File: config.mk
export PLATFORM = sky130hd
export DESIGN_NAME = spi_frame_tx
export DESIGN_NICKNAME = d
export VERILOG_FILES = /design/src/rtl/spi_pkg.sv /design/src/rtl/spi_clk_gen.sv /design/src/rtl/spi_frame_tx.sv
export SDC_FILE = /design/constraint.sdc
export NUM_CORES = 1
export LEC_CHECK = 0
export BUFFER_PORTS_ARGS = -buffer_cell sky130_fd_sc_hd__buf_2
export CAP_MARGIN = 25
export CORE_MARGIN = 10
export CORE_UTILIZATION = 61
export CTS_BUF_LIST = sky130_fd_sc_hd__clkbuf_16
export DETAILED_ROUTE_END_ITERATION = 6
export GPL_TIMING_DRIVEN = 0
export PLACE_DENSITY_LB_ADDON = 0.15
export REMOVE_ABC_BUFFERS = 1
export SLEW_MARGIN = 5
export SYNTH_ARGS = -nofsm -noshare
export SYNTH_HDL_FRONTEND = slang
export SYNTH_SLANG_ARGS = --single-unit
export TNS_END_PERCENT = 50
File: constraint.sdc
create_clock -name CLK_40 -period 3.87 [get_ports CLK_40]
set_input_delay 0.774 -clock CLK_40 [delete_from_list [all_inputs] [get_ports CLK_40]]
set_output_delay 0.774 -clock CLK_40 [all_outputs]
set_load 0.02 [all_outputs]
File: src/rtl/spi_pkg.sv
// Shared SPI definitions: transmitter state encoding, default timing constants,
// and the clock polarity / bit order that the receive path also assumes.
package spi_pkg;

  typedef enum logic [1:0] {
    IDLE     = 2'd0,
    PREAMBLE = 2'd1,
    SHIFT    = 2'd2
  } tx_state_t;

  localparam int   DEF_DIV_HALF      = 20;
  localparam int   DEF_PREAMBLE_BITS = 32;
  localparam logic SPI_CPOL          = 1'b0;
  localparam logic SPI_MSB_FIRST     = 1'b1;

endpackage

File: src/rtl/spi_clk_gen.sv
// SPI_clk generator: half-period counter plus phase bit, with one-cycle strobes
// asserted in the cycle before SPI_clk rises or falls. Held at idle while en is low.
module spi_clk_gen
  import spi_pkg::*;
#(
  parameter int DIV_HALF = DEF_DIV_HALF
) (
  input  logic clk,
  input  logic rst,
  input  logic en,
  output logic spi_clk,
  output logic rise_tick,
  output logic fall_tick
);

  localparam int HW = $clog2(DIV_HALF) + 1;

  logic [HW-1:0] hcnt;
  logic          phase;
  logic          half_end;

  assign half_end  = en && (hcnt == HW'(DIV_HALF - 1));
  assign rise_tick = half_end && !phase;
  assign fall_tick = half_end && phase;
  assign spi_clk   = phase ^ SPI_CPOL;

  always_ff @(posedge clk or posedge rst) begin
    if (rst) begin
      hcnt  <= '0;
      phase <= 1'b0;
    end else if (!en) begin
      hcnt  <= '0;
      phase <= 1'b0;
    end else if (half_end) begin
      hcnt  <= '0;
      phase <= ~phase;
    end else begin
      hcnt <= hcnt + HW'(1);
    end
  end

endmodule

File: src/rtl/spi_frame_tx.sv
// SPI frame transmitter: valid/ready words shifted out MSB-first, launched on SPI_clk falls.
// Define SPI_TX_CAL_PREAMBLE_EN to build in the calibration preamble (PREAMBLE state, cal_busy).
module spi_frame_tx
  import spi_pkg::*;
#(
  parameter int DWIDTH        = 8,
  parameter int DIV_HALF      = DEF_DIV_HALF,
  parameter int PREAMBLE_BITS = DEF_PREAMBLE_BITS
) (
  input  logic              CLK_40,
  input  logic              reset,
  input  logic [DWIDTH-1:0] tx_data,
  input  logic              tx_valid,
  output logic              tx_ready,
  input  logic              cal_start,
  output logic              cal_busy,
  output logic              SPI_clk,
  output logic              SPI_mosi,
  output logic              SPI_cs_n,
  output logic              frame_done
);

  localparam int BW = $clog2(DWIDTH) + 1;

  tx_state_t         state, state_nxt;
  logic [DWIDTH-1:0] hold, shreg;
  logic              hold_valid;
  logic [BW-1:0]     bcnt;
  logic              clk_en, fall_tick, unused_rise_tick;
  logic              load, advance, finish;
  logic              cal_req, start_pre, pre_step;

  // Handshake: a word transfers on any posedge where tx_valid && tx_ready.
  // tx_ready depends only on hold_valid, never on tx_valid.
  assign tx_ready = !hold_valid;
  assign clk_en   = (state != IDLE);

  function automatic logic first_bit(input logic [DWIDTH-1:0] w);
    return SPI_MSB_FIRST ? w[DWIDTH-1] : w[0];
  endfunction

  function automatic logic [DWIDTH-1:0] drop_bit(input logic [DWIDTH-1:0] w);
    return SPI_MSB_FIRST ? (w << 1) : (w >> 1);
  endfunction

  spi_clk_gen #(.DIV_HALF(DIV_HALF)) u_clk_gen (
    .clk       (CLK_40),
    .rst       (reset),
    .en        (clk_en),
    .spi_clk   (SPI_clk),
    .rise_tick (unused_rise_tick),
    .fall_tick (fall_tick)
  );

`ifdef SPI_TX_CAL_PREAMBLE_EN
  localparam int PW = $clog2(PREAMBLE_BITS) + 1;
  logic [PW-1:0] pcnt;
  logic          pre_last;

  assign cal_req  = cal_start;
  assign pre_last = (pcnt == '0);
  assign cal_busy = (state == PREAMBLE);

  always_ff @(posedge CLK_40 or posedge reset) begin
    if (reset) begin
      pcnt <= '0;
    end else if (start_pre) begin
      pcnt <= PW'(PREAMBLE_BITS - 1);
    end else if (pre_step) begin
      pcnt <= pcnt - PW'(1);
    end
  end
`else
  logic unused_cal;
  assign unused_cal = cal_start ^ PREAMBLE_BITS[0];
  assign cal_req    = 1'b0;
  assign cal_busy   = 1'b0;
`endif

  always_ff @(posedge CLK_40 or posedge reset) begin
    if (reset) state <= IDLE;
    else       state <= state_nxt;
  end

  // Word and preamble boundaries both fall on an SPI_clk falling edge, so a
  // queued word reloads on that same edge and the stream stays gap-free.
  always_comb begin
    state_nxt = state;
    load      = 1'b0;
    advance   = 1'b0;
    finish    = 1'b0;
    start_pre = 1'b0;
    pre_step  = 1'b0;
    case (state)
      IDLE: begin
        if (cal_req) begin
          state_nxt = PREAMBLE;
          start_pre = 1'b1;
        end else if (hold_valid) begin
          state_nxt = SHIFT;
          load      = 1'b1;
        end
      end
      SHIFT: begin
        if (fall_tick) begin
          if (bcnt != '0) begin
            advance = 1'b1;
          end else if (hold_valid) begin
            load = 1'b1;
          end else begin
            state_nxt = IDLE;
            finish    = 1'b1;
          end
        end
      end
`ifdef SPI_TX_CAL_PREAMBLE_EN
      PREAMBLE: begin
        if (fall_tick) begin
          if (!pre_last) begin
            pre_step = 1'b1;
          end else if (hold_valid) begin
            state_nxt = SHIFT;
            load      = 1'b1;
          end else begin
            state_nxt = IDLE;
            finish    = 1'b1;
          end
        end
      end
`endif
      default: state_nxt = IDLE;
    endcase
  end

  always_ff @(posedge CLK_40 or posedge reset) begin
    if (reset) begin
      hold       <= '0;
      hold_valid <= 1'b0;
      shreg      <= '0;
      bcnt       <= '0;
      SPI_mosi   <= 1'b0;
      SPI_cs_n   <= 1'b1;
      frame_done <= 1'b0;
    end else begin
      frame_done <= finish;
      if (load) begin
        hold_valid <= 1'b0;
      end else if (tx_valid && !hold_valid) begin
        hold       <= tx_data;
        hold_valid <= 1'b1;
      end
      if (load) begin
        shreg    <= drop_bit(hold);
        SPI_mosi <= first_bit(hold);
        bcnt     <= BW'(DWIDTH - 1);
        SPI_cs_n <= 1'b0;
      end else if (advance) begin
        shreg    <= drop_bit(shreg);
        SPI_mosi <= first_bit(shreg);
        bcnt     <= bcnt - BW'(1);
      end else if (finish) begin
        SPI_mosi <= 1'b0;
        SPI_cs_n <= 1'b1;
      end else if (start_pre) begin
        SPI_mosi <= 1'b1;
        SPI_cs_n <= 1'b0;
      end else if (pre_step) begin
        SPI_mosi <= ~SPI_mosi;
      end
    end
  end

endmodule

==> results of run 1 <==
[power breakdown]
part           switching [uW]  internal, uW
Clock                     129           230
Combinational            31.8          45.9
Sequential               26.5           362
Total                     187           638
[through the flow]
step	instances	hold WS [ps]
finish	196	470.9
global route	196	509.8
CTS	196	472.7
detailed placement	188	466.2
global placement	187	452.1
floorplan	142	431.7
[area by class of cell]
| class | count | area share, % |
|---|---|---|
| inverter | 5 | 1.040 |
| multi-input combinational | 106 | 40.57 |
| clock buffer | 5 | 6.935 |
| clock inverter | 3 | 0.6241 |
| sequential | 31 | 43.07 |
| tap | 30 | 2.080 |
| timing repair buffer | 16 | 5.687 |
[metal layers]
| layer | wire, um | vias up | GRT usage (%) |
|---|---|---|---|
| li1 | - | 569 | - |
| met1 | 1353 | 568 | 16.07 |
| met2 | 1574 | 29 | 21.37 |
| met3 | 184 | 7 | 6.198 |
| met4 | 49 | 0 | 4.731 |
| met5 | 0 | - | 0 |
[flip-flops by register name, indices dropped and copies added, names as in the netlist, 4 cells and up]
signal	count
hold	8
shreg	7
u_clk_gen.hcnt	6
bcnt	4
[placed cells by master, fill, tap and decap left out, types with 2 or more instances in the layout]
master / netlist / layout
mux2_2: 8 / 8
xor2_1: 3 / 3
nand2_1: 13 / 13
clkbuf_16: 0 / 5
and3_1: 2 / 2
or3_1: 3 / 3
nor2_1: 7 / 7
ha_1: 2 / 2
o21ai_0: 14 / 14
buf_2: 1 / 15
a21oi_1: 7 / 7
o2bb2ai_1: 5 / 5
mux2i_1: 5 / 5
inv_1: 5 / 8
dfrtp_1: 30 / 30
nand3_1: 8 / 8
a211oi_1: 2 / 2
nor3_1: 4 / 4
nand4_1: 2 / 2
and2_1: 3 / 3
[worst max-delay path: cells and delay by family (launching register included)]
kind,cells,cell delay (ps)
buffers and inverters,2,460
flip-flops,1,740
[cell families after synthesis]
logic type	share of synthesized area, %
other	0.2343
flip-flops	48.55
buffers and inverters	5.708
AND/OR/NAND/NOR	17.59
AO/OA/AOI/OAI	15.40
multiplexers	8.757
XOR/XNOR	2.190
adder cells (fa/ha/maj)	1.563
[worst paths after layout]
check	start	end	slack, ps	depth (start not counted)
max	hold_valid$_DFFE_PP0P_	tx_ready	1620	2
min	u_clk_gen.hcnt[0]$_DFF_PP0_	u_clk_gen.hcnt[0]$_DFF_PP0_	470	1
max reg2reg	bcnt[0]$_DFFE_PP0P_	shreg[7]$_DFFE_PP0P_	1990	6
min reg2reg	u_clk_gen.hcnt[0]$_DFF_PP0_	u_clk_gen.hcnt[0]$_DFF_PP0_	470	1
max in group asynchronous	reset	SPI_cs_n$_DFFE_PP1P_	2740	3
min in group asynchronous	reset	shreg[2]$_DFFE_PP0P_	560	2
==> results.tsv, run 1 <==
metric	value	unit
status	completed	
Yosys Warn Count	0	
first-pass detailed-route iteration total	4	
final worst slack	1616	ps
Placed Area	1668	sq um
DR vias/cell	5.985	
setup TNS	0	ps
Startpoint Class	flip-flop	
Slew Limit Fails	0	
Nets	179	
Initial Utilization	64.01	%
CTS tree	built	
clock skew	3.692	ps
DRC errors left	0	
Crit path arrival time	1480	ps
clock transition at the registers of the reported paths	50	ps
Register Area	777.0	sq um
global-route wire length before repair	5637	um
Seq/Total Area, Yosys	48.55	%
Worst Setup End Kind	output port	
Tot Pwr	825.2	uW
most frequent cell after synthesis	dfrtp_1	
Multi-input gate area	732.0	sq um
via count	1173	
Antenna Nets Post-Route	0	
number of max-cap violations	0	
CTS max path bufs	2	
CTS sink cnt	31	
Worst Hold Class	flip-flop to flip-flop	
layout overhead on the synthesized area	12.74	%
IO Count	18	
Synth Instances	151	
GP Congestion	0.7874	
worst slack at placement	1886	ps
Worst VDD drop	0.0004240	V
RSZ-0062 raised after global routing	false	
Final Instance Area	1804	sq um
flops & latches, synth	31	
Critical Path RT	3100	ps
Placeable Area	2500	sq um
Final Core Density	72.17	%
slowest stage delay, CP	740	ps
post_cts resized	0	
filler instances	182	
H-tree depth	2	
share of cells above drive strength 1	22.89	%
DR WL/cell	16.13	um
die width	71.22	um
syn avg cell area	10.60	sq um
Post-synth ARST share	100.0	%
initial antenna violation count	0	
Worst-Margin Slew	715.3	ps
number of global-route vias before repair	1184	
crit-path max FO	16	
power per cell area	457.4	nW/um^2
number of port buffers	15	
Max Fclk	0.4436	GHz
Ant. Diodes	0	
Leak	0.0008495	uW
Commonest cells post-synth	30 x dfrtp_1, 14 x o21ai_0, 13 x nand2_1, 8 x mux2_2, 8 x nand3_1	
sequence of cells on the critical path	inv_1 -> buf_2	
minimum clock period	2254	ps
Tcrit/Tclk final	58.26	%
Synth area leader	dfrtp_1	
GR Overflow Total	0	
Setup Buffers After CTS	0	
Unique masters post-synth	42	
synthesized cell area	1600	sq um
clock latency on the worst-skew pair	280	ps
Hold Vio Cnt, Final	0	
die area	5072	sq um
largest net degree at the start of global routing	19	
Synth Flop Type	dfrtp_1	
TritonCTS Buffers	5	
hold_buf cts	0	
slowest stage cell, crit path	dfrtp_1	
Root Buffer	clkbuf_16	
Rows	18	
DRT iter0 DRCs	98	
total wire length	3162	um
Total GRT Usage	13.62	%
die height	71.22	um
post-DP HPWL	2205	um
ranking of synthesized cells by area	dfrtp_1 47%, mux2_2 5.6%, o21ai_0 4.4%	
CP Class	flip-flop to output port	
Rel. slew slack	52.21	%
top cell type's share of synthesized area	46.91	%
setup violators final	0	
Post-synth EDFFs	0	
(Power assumes the default switching activity.)
==> inputs of run 2 (changes only) <==
- CORE_UTILIZATION: 61 -> 51
- clock period: 3.87 -> 1.8 ns (I/O delays scaled with it)
==> run 2 against run 1 <==
  * Die area grew 14%
  * Combinational power rose by 110%
  * Setup slack got worse by 1500 ps
  * Global-route usage decreased by 2.5 points
  * Non-clock buffer count rose by 6
  * Utilization down 9.9 points
  * Final cell count up 10%
  * Clock skew grew 1.6 ps
  * Cell area rose by 4.4%
  * Worst hold slack worse by 340 ps
  * Power is 120% higher
  * Sequential share of layout area decreased by 1.8 points
  * Largest power group unchanged
  * Highest routed layer unchanged
==> results.tsv, run 2 (same netlist as run 1, synthesis figures left out) <==
metric	value	unit	change
die height	76.02	um	+6.7%
CTS sink cnt	31		unchanged
Rows	20		+2
Nets	185		+3.4%
setup violators final	0		unchanged
Tcrit/Tclk final	95.97	%	
crit-path max FO	16		unchanged
clock share of power	44.0	%	+0.5 points
status	completed		
Placed Area	1685	sq um	+1.1%
largest net degree at the start of global routing	20		+1
IO Count	18		unchanged
CP Class	flip-flop to flip-flop		
Ant. Diodes	0		unchanged
power per cell area	945.9	nW/um^2	+110%
Biggest register	hold		
Worst VDD drop	0.0007126	V	+68%
DR WL/cell	14.65	um	-9.2%
number of port buffers	15		unchanged
Sequential Power Share	46.6	%	-0.5 points
Root Buffer	clkbuf_16		
Startpoint Class	flip-flop		
post-DP HPWL	2208	um	+0.12%
DRT iter0 DRCs	79		-19%
number of max-cap violations	0		unchanged
via count	1168		-0.43%
setup TNS	0	ps	unchanged
RSZ-0062 raised after global routing	false		
Rel. slew slack	49.29	%	-2.9 points
clock transition at the registers of the reported paths	50	ps	about the same
clock skew	5.264	ps	+1.572 ps
initial antenna violation count	0		unchanged
Pint	1376	uW	+120%
GP Congestion	0.8088		+2.7%
Comb pwr share	9.3	%	about the same
Placeable Area	3028	sq um	+21%
Final Instance Area	1884	sq um	+4.4%
clock latency on the worst-skew pair	280	ps	about the same
global-route wire length before repair	5354	um	-5.0%
Critical Path RT	1960	ps	-1140 ps
most frequent cells in the layout	29 x dfrtp_1, 15 x buf_2, 14 x o21ai_0, 13 x nand2_1		
Total GRT Usage	11.09	%	-2.5 points
Crit path arrival time	1880	ps	+400 ps
Slew Limit Fails	0		unchanged
WHS	131.4	ps	-339.5 ps
H-tree depth	2		unchanged
first-pass detailed-route iteration total	4		unchanged
Hold Vio Cnt, Final	0		unchanged
Leak	0.0008765	uW	+3.2%
die width	76.02	um	+6.7%
Initial Utilization	52.85	%	-11 points
leading cell type in the layout, fill and taps excluded	dfrtp_1		
TritonCTS Buffers	5		unchanged
DRC errors left	0		unchanged
number of global-route vias before repair	1177		-0.59%
Antenna Nets Post-Route	0		unchanged
Worst Hold Class	input port to asynchronous set/reset pin		
Max Fclk	0.5789	GHz	
filler instances	272		+49%
sw frac	22.82	%	+0.18 points
DR vias/cell	5.407		-9.6%
total wire length	3165	um	about the same
Largest register FFs	8		unchanged
share of cells above drive strength 1	28.49	%	+5.6 points
Largest regs	hold (8), shreg (7), u_clk_gen.hcnt (6)		
CTS max path bufs	2		unchanged
die area	5778	sq um	+14%
hold_buf cts	0		unchanged
Worst Setup End Kind	flip-flop		
minimum clock period	1727	ps	
layout overhead on the synthesized area	17.75	%	
Worst-Margin Slew	759.0	ps	+43.71 ps
Switch Pwr	406.8	uW	+120%
CTS tree	built		
GR Overflow Total	0		unchanged
==> run 2: cell types whose count changed in the layout (fill, tap and decap cells not counted), sizes merged <==
cell | before | now
inv | 8 | 6
clkinv | 0 | 2
buf | 16 | 22
==> run 2: path summary, 6_finish.rpt <==
path,cells past startpoint,startpoint,to,slack [ps]
setup / recovery,2,hold_valid$_DFFE_PP0P_,hold[3]$_DFFE_PP0P_,70
hold / removal,2,reset,hold[0]$_DFFE_PP0P_,130
setup reg to reg,2,hold_valid$_DFFE_PP0P_,hold[3]$_DFFE_PP0P_,70
hold reg to reg,1,u_clk_gen.hcnt[0]$_DFF_PP0_,u_clk_gen.hcnt[0]$_DFF_PP0_,460
max in group asynchronous,3,reset,SPI_cs_n$_DFFE_PP1P_,1100
min in group CLK_40,2,tx_data[5],hold[5]$_DFFE_PP0P_,310
==> run 2: power by group through the flow <==
stage | combinational [uW] | clock, uW | sequential (uW)
after floorplan | 128 | 0 | 827
after global routing | 189 | 828 | 842
after detailed placement | 170 | 0 | 843
final | 167 | 785 | 831
after CTS | 170 | 792 | 832
after global placement | 155 | 0 | 841
==> run 2: critical path, stage by stage, from the launching register on <==
cell and delay [ps]:
dfrtp_2 540, nor2b_1 650, mux2_2 410
==> run 2: per-stage QoR <==
stage                     std cells  utilization, %  setup slack, ps  total power [uW]
after floorplan                 142               -            85.00             955.4
after global placement          201           54.75           -58.77             996.1
after detailed placement        202           55.66           -78.70              1013
after CTS                       210           60.50            2.181              1794
after global routing            216           62.23            1.070              1860
final                           216           62.23            72.54              1782
==> run 2: routing by layer <==
layer / global-route usage (%) / up-vias / wire [um]
met3: 4.481 / 7 / 116
met4: 5.114 / 0 / 58
met1: 13.05 / 567 / 1441
li1: - / 578 / -
met5: 0 / - / 0
met2: 17.18 / 16 / 1547
==> run 2: repair_timing <==
item,4_1_cts,5_1_grt
resized for setup,3,2
endpoints found under the setup margin,13,6
pin swaps,1,0
cloned,0,0
buffers inserted,0,6
==> run 2: final cells by class <==
type | instances | area, sq um | area share, %
clock inverters | 3 | 12.51 | 0.6640
clock buffers | 5 | 125.1 | 6.640
inverters | 5 | 18.77 | 0.9960
flip-flops and latches | 31 | 778.2 | 41.30
multi-input cells | 106 | 747.0 | 39.64
repair buffers | 22 | 147.6 | 7.835
well taps | 44 | 55.05 | 2.922
==> inputs of run 3 (changes only) <==
- CTS_BUF_LIST: sky130_fd_sc_hd__clkbuf_16 -> default
==> run 3 against run 2 <==
  * Power is 20% lower
  * Utilization is 2.2 points lower
  * Global-route usage is 0.20 points lower
  * Clock skew is 5.7 ps higher
  * Die area stayed put
  * Count of clock-buffer cells in the layout is 2 higher
  * Combinational power hardly changed
  * Via count is 1.0% higher
  * Critical path type unchanged
  * Worst hold slack worse by 60 ps
==> results.tsv, run 3 (same netlist as run 1, synthesis figures left out) <==
metric	value	unit	change
status	completed		
Nets	185		unchanged
Crit Reg-Reg Endpoint	SPI_cs_n$_DFFE_PP1P_		
hold_buf cts	0		unchanged
Antenna Nets Post-Route	0		unchanged
Biggest register	hold		
Total GRT Usage	10.89	%	-0.20 points
number of global-route vias before repair	1183		+0.51%
DRT iter0 DRCs	107		+35%
RR Startpoint	u_clk_gen.hcnt[2]$_DFF_PP0_		
GR Overflow Total	0		unchanged
clock latency on the worst-skew pair	330	ps	+50 ps
post-DP HPWL	2208	um	unchanged
crit-path max FO	9		-7
Final Core Density	60.00	%	-2.2 points
RSZ-0062 raised after global routing	true		
Largest register FFs	8		unchanged
Root Buffer	clkbuf_4		
number of max-cap violations	0		unchanged
Rel. slew slack	62.62	%	+13 points
Max Fclk	0.5781	GHz	-0.13%
power per cell area	780.4	nW/um^2	-17%
die area	5778	sq um	unchanged
global-route wire length before repair	5382	um	+0.52%
most frequent cells in the layout	28 x dfrtp_1, 15 x buf_2, 14 x o21ai_0, 13 x nand2_1		
Largest regs	hold (8), shreg (7), u_clk_gen.hcnt (6)		
Worst Hold Class	input port to asynchronous set/reset pin		
final worst slack	70.25	ps	-2.284 ps
Hold Vio Cnt, Final	0		unchanged
sequence of cells on the critical path	or3_4 -> o31ai_4 -> nand2_1 -> a21o_1		
r2r setup slk	70	ps	about the same
Worst VDD drop	0.0005104	V	-28%
number of port buffers	15		unchanged
GP Congestion	0.8088		unchanged
DRC errors left	0		unchanged
slowest stage delay, CP	520	ps	-130 ps
layout overhead on the synthesized area	13.53	%	
TritonCTS Buffers	5		unchanged
Initial Utilization	52.85	%	unchanged
share of cells above drive strength 1	31.40	%	+2.9 points
minimum clock period	1730	ps	+2.284 ps
Crit path arrival time	2000	ps	+120 ps
Rows	20		unchanged
Buf/Inv on CP	0		unchanged
clock transition at the registers of the reported paths	100	ps	+50 ps
Ant. Diodes	0		unchanged
H-tree depth	2		unchanged
total wire length	3178	um	+0.41%
CTS max path bufs	2		unchanged
CP Class	flip-flop to flip-flop		
Worst path top cell family by delay	simple AND/OR/NAND/NOR gates		
Startpoint Class	flip-flop		
Placeable Area	3028	sq um	unchanged
leading cell type in the layout, fill and taps excluded	dfrtp_1		
CTS tree	built		
die height	76.02	um	unchanged
CTS sink cnt	31		unchanged
Critical Path RT	2070	ps	+110 ps
clock skew	10.97	ps	+5.702 ps
reg2reg path depth	4		+2
DR WL/cell	14.71	um	+0.41%
initial antenna violation count	0		unchanged
first-pass detailed-route iteration total	4		unchanged
Tcrit/Tclk final	96.10	%	+0.13 points
die width	76.02	um	unchanged
largest net degree at the start of global routing	20		unchanged
Slew Limit Fails	0		unchanged
worst slack at placement	-78.70	ps	unchanged
via count	1180		+1.0%
Worst Setup End Kind	flip-flop		
setup violators final	0		unchanged
slowest stage cell, crit path	or3_4		
DR vias/cell	5.463		+1.0%
Leak	0.0008419	uW	-3.9%
Worst-Margin Slew	560.0	ps	-199.0 ps
IO Count	18		unchanged
## run 3: cell types whose count changed in the layout (fill, tap and decap cells not counted), sizes merged
| cell | before | now |
|---|---|---|
| clkbuf | 5 | 7 |
| clkinv | 2 | 1 |
| inv | 6 | 5 |
## run 3: area by class of cell
class                      count  area [sq um]
fill                         283          1211
sequential                    31         779.5
multi-input combinational    106         755.7
timing repair buffer          22         147.6
clock buffer                   7         55.05
tap                           44         55.05
inverter                       5         18.77
clock inverter                 1         5.005
## run 3: how the worst max path moves through the flow
stage / startpoint / end / slack (ps) / cells past startpoint
5_1_grt: hold_valid$_DFFE_PP0P_ / tx_ready / -6 / 2
2_1_floorplan: bcnt[0]$_DFFE_PP0P_ / shreg[7]$_DFFE_PP0P_ / 80 / 6
3_3_place_gp: u_clk_gen.hcnt[2]$_DFF_PP0_ / SPI_cs_n$_DFFE_PP1P_ / -60 / 4
4_1_cts: bcnt[0]$_DFFE_PP0P_ / shreg[7]$_DFFE_PP0P_ / 20 / 6
6_report: u_clk_gen.hcnt[2]$_DFF_PP0_ / SPI_cs_n$_DFFE_PP1P_ / 70 / 4
3_5_place_dp: hold_valid$_DFFE_PP0P_ / hold[6]$_DFFE_PP0P_ / -80 / 2
## run 3: repair_timing
item | CTS | global route
endpoints found under the setup margin | 14 | 13
pin swaps | 0 | 1
setup buffers | 2 | 4
gates resized for setup | 4 | 5
gates cloned | 0 | 0
## run 3: stage by stage
stage	cell area [sq um]	total power, uW	hold WS (ps)	instances	TNS (ps)
after detailed placement	1685	1013	437.0	202	-704.7
after floorplan	1528	955.4	431.7	142	0
after global placement	1658	996.1	457.9	201	-314.6
final	1817	1418	71.36	216	0
after CTS	1774	1435	68.60	212	0
after global routing	1817	1505	68.02	216	-6.076
## run 3: worst reg2reg max path: stages, from the launching register on
cell     delay [ps]
dfrtp_1         490
or3_4           520
o31ai_4         380
nand2_1         100
a21o_1          190
## run 3: where the power goes
group	internal (uW)	switching, uW	leakage (uW)
logic	99.2	70.9	0.000428
clock network	189	231	0.0000353
registers	776	52.1	0.000378
total	1060	354	0.000842
## run 3: routing by layer
layer,up-vias,global-route usage [%],wire length [um]
met1,583,13.26,1440
met5,-,0,0
met4,0,4.545,38
li1,576,-,-
met3,5,3.066,87
met2,16,17.52,1613
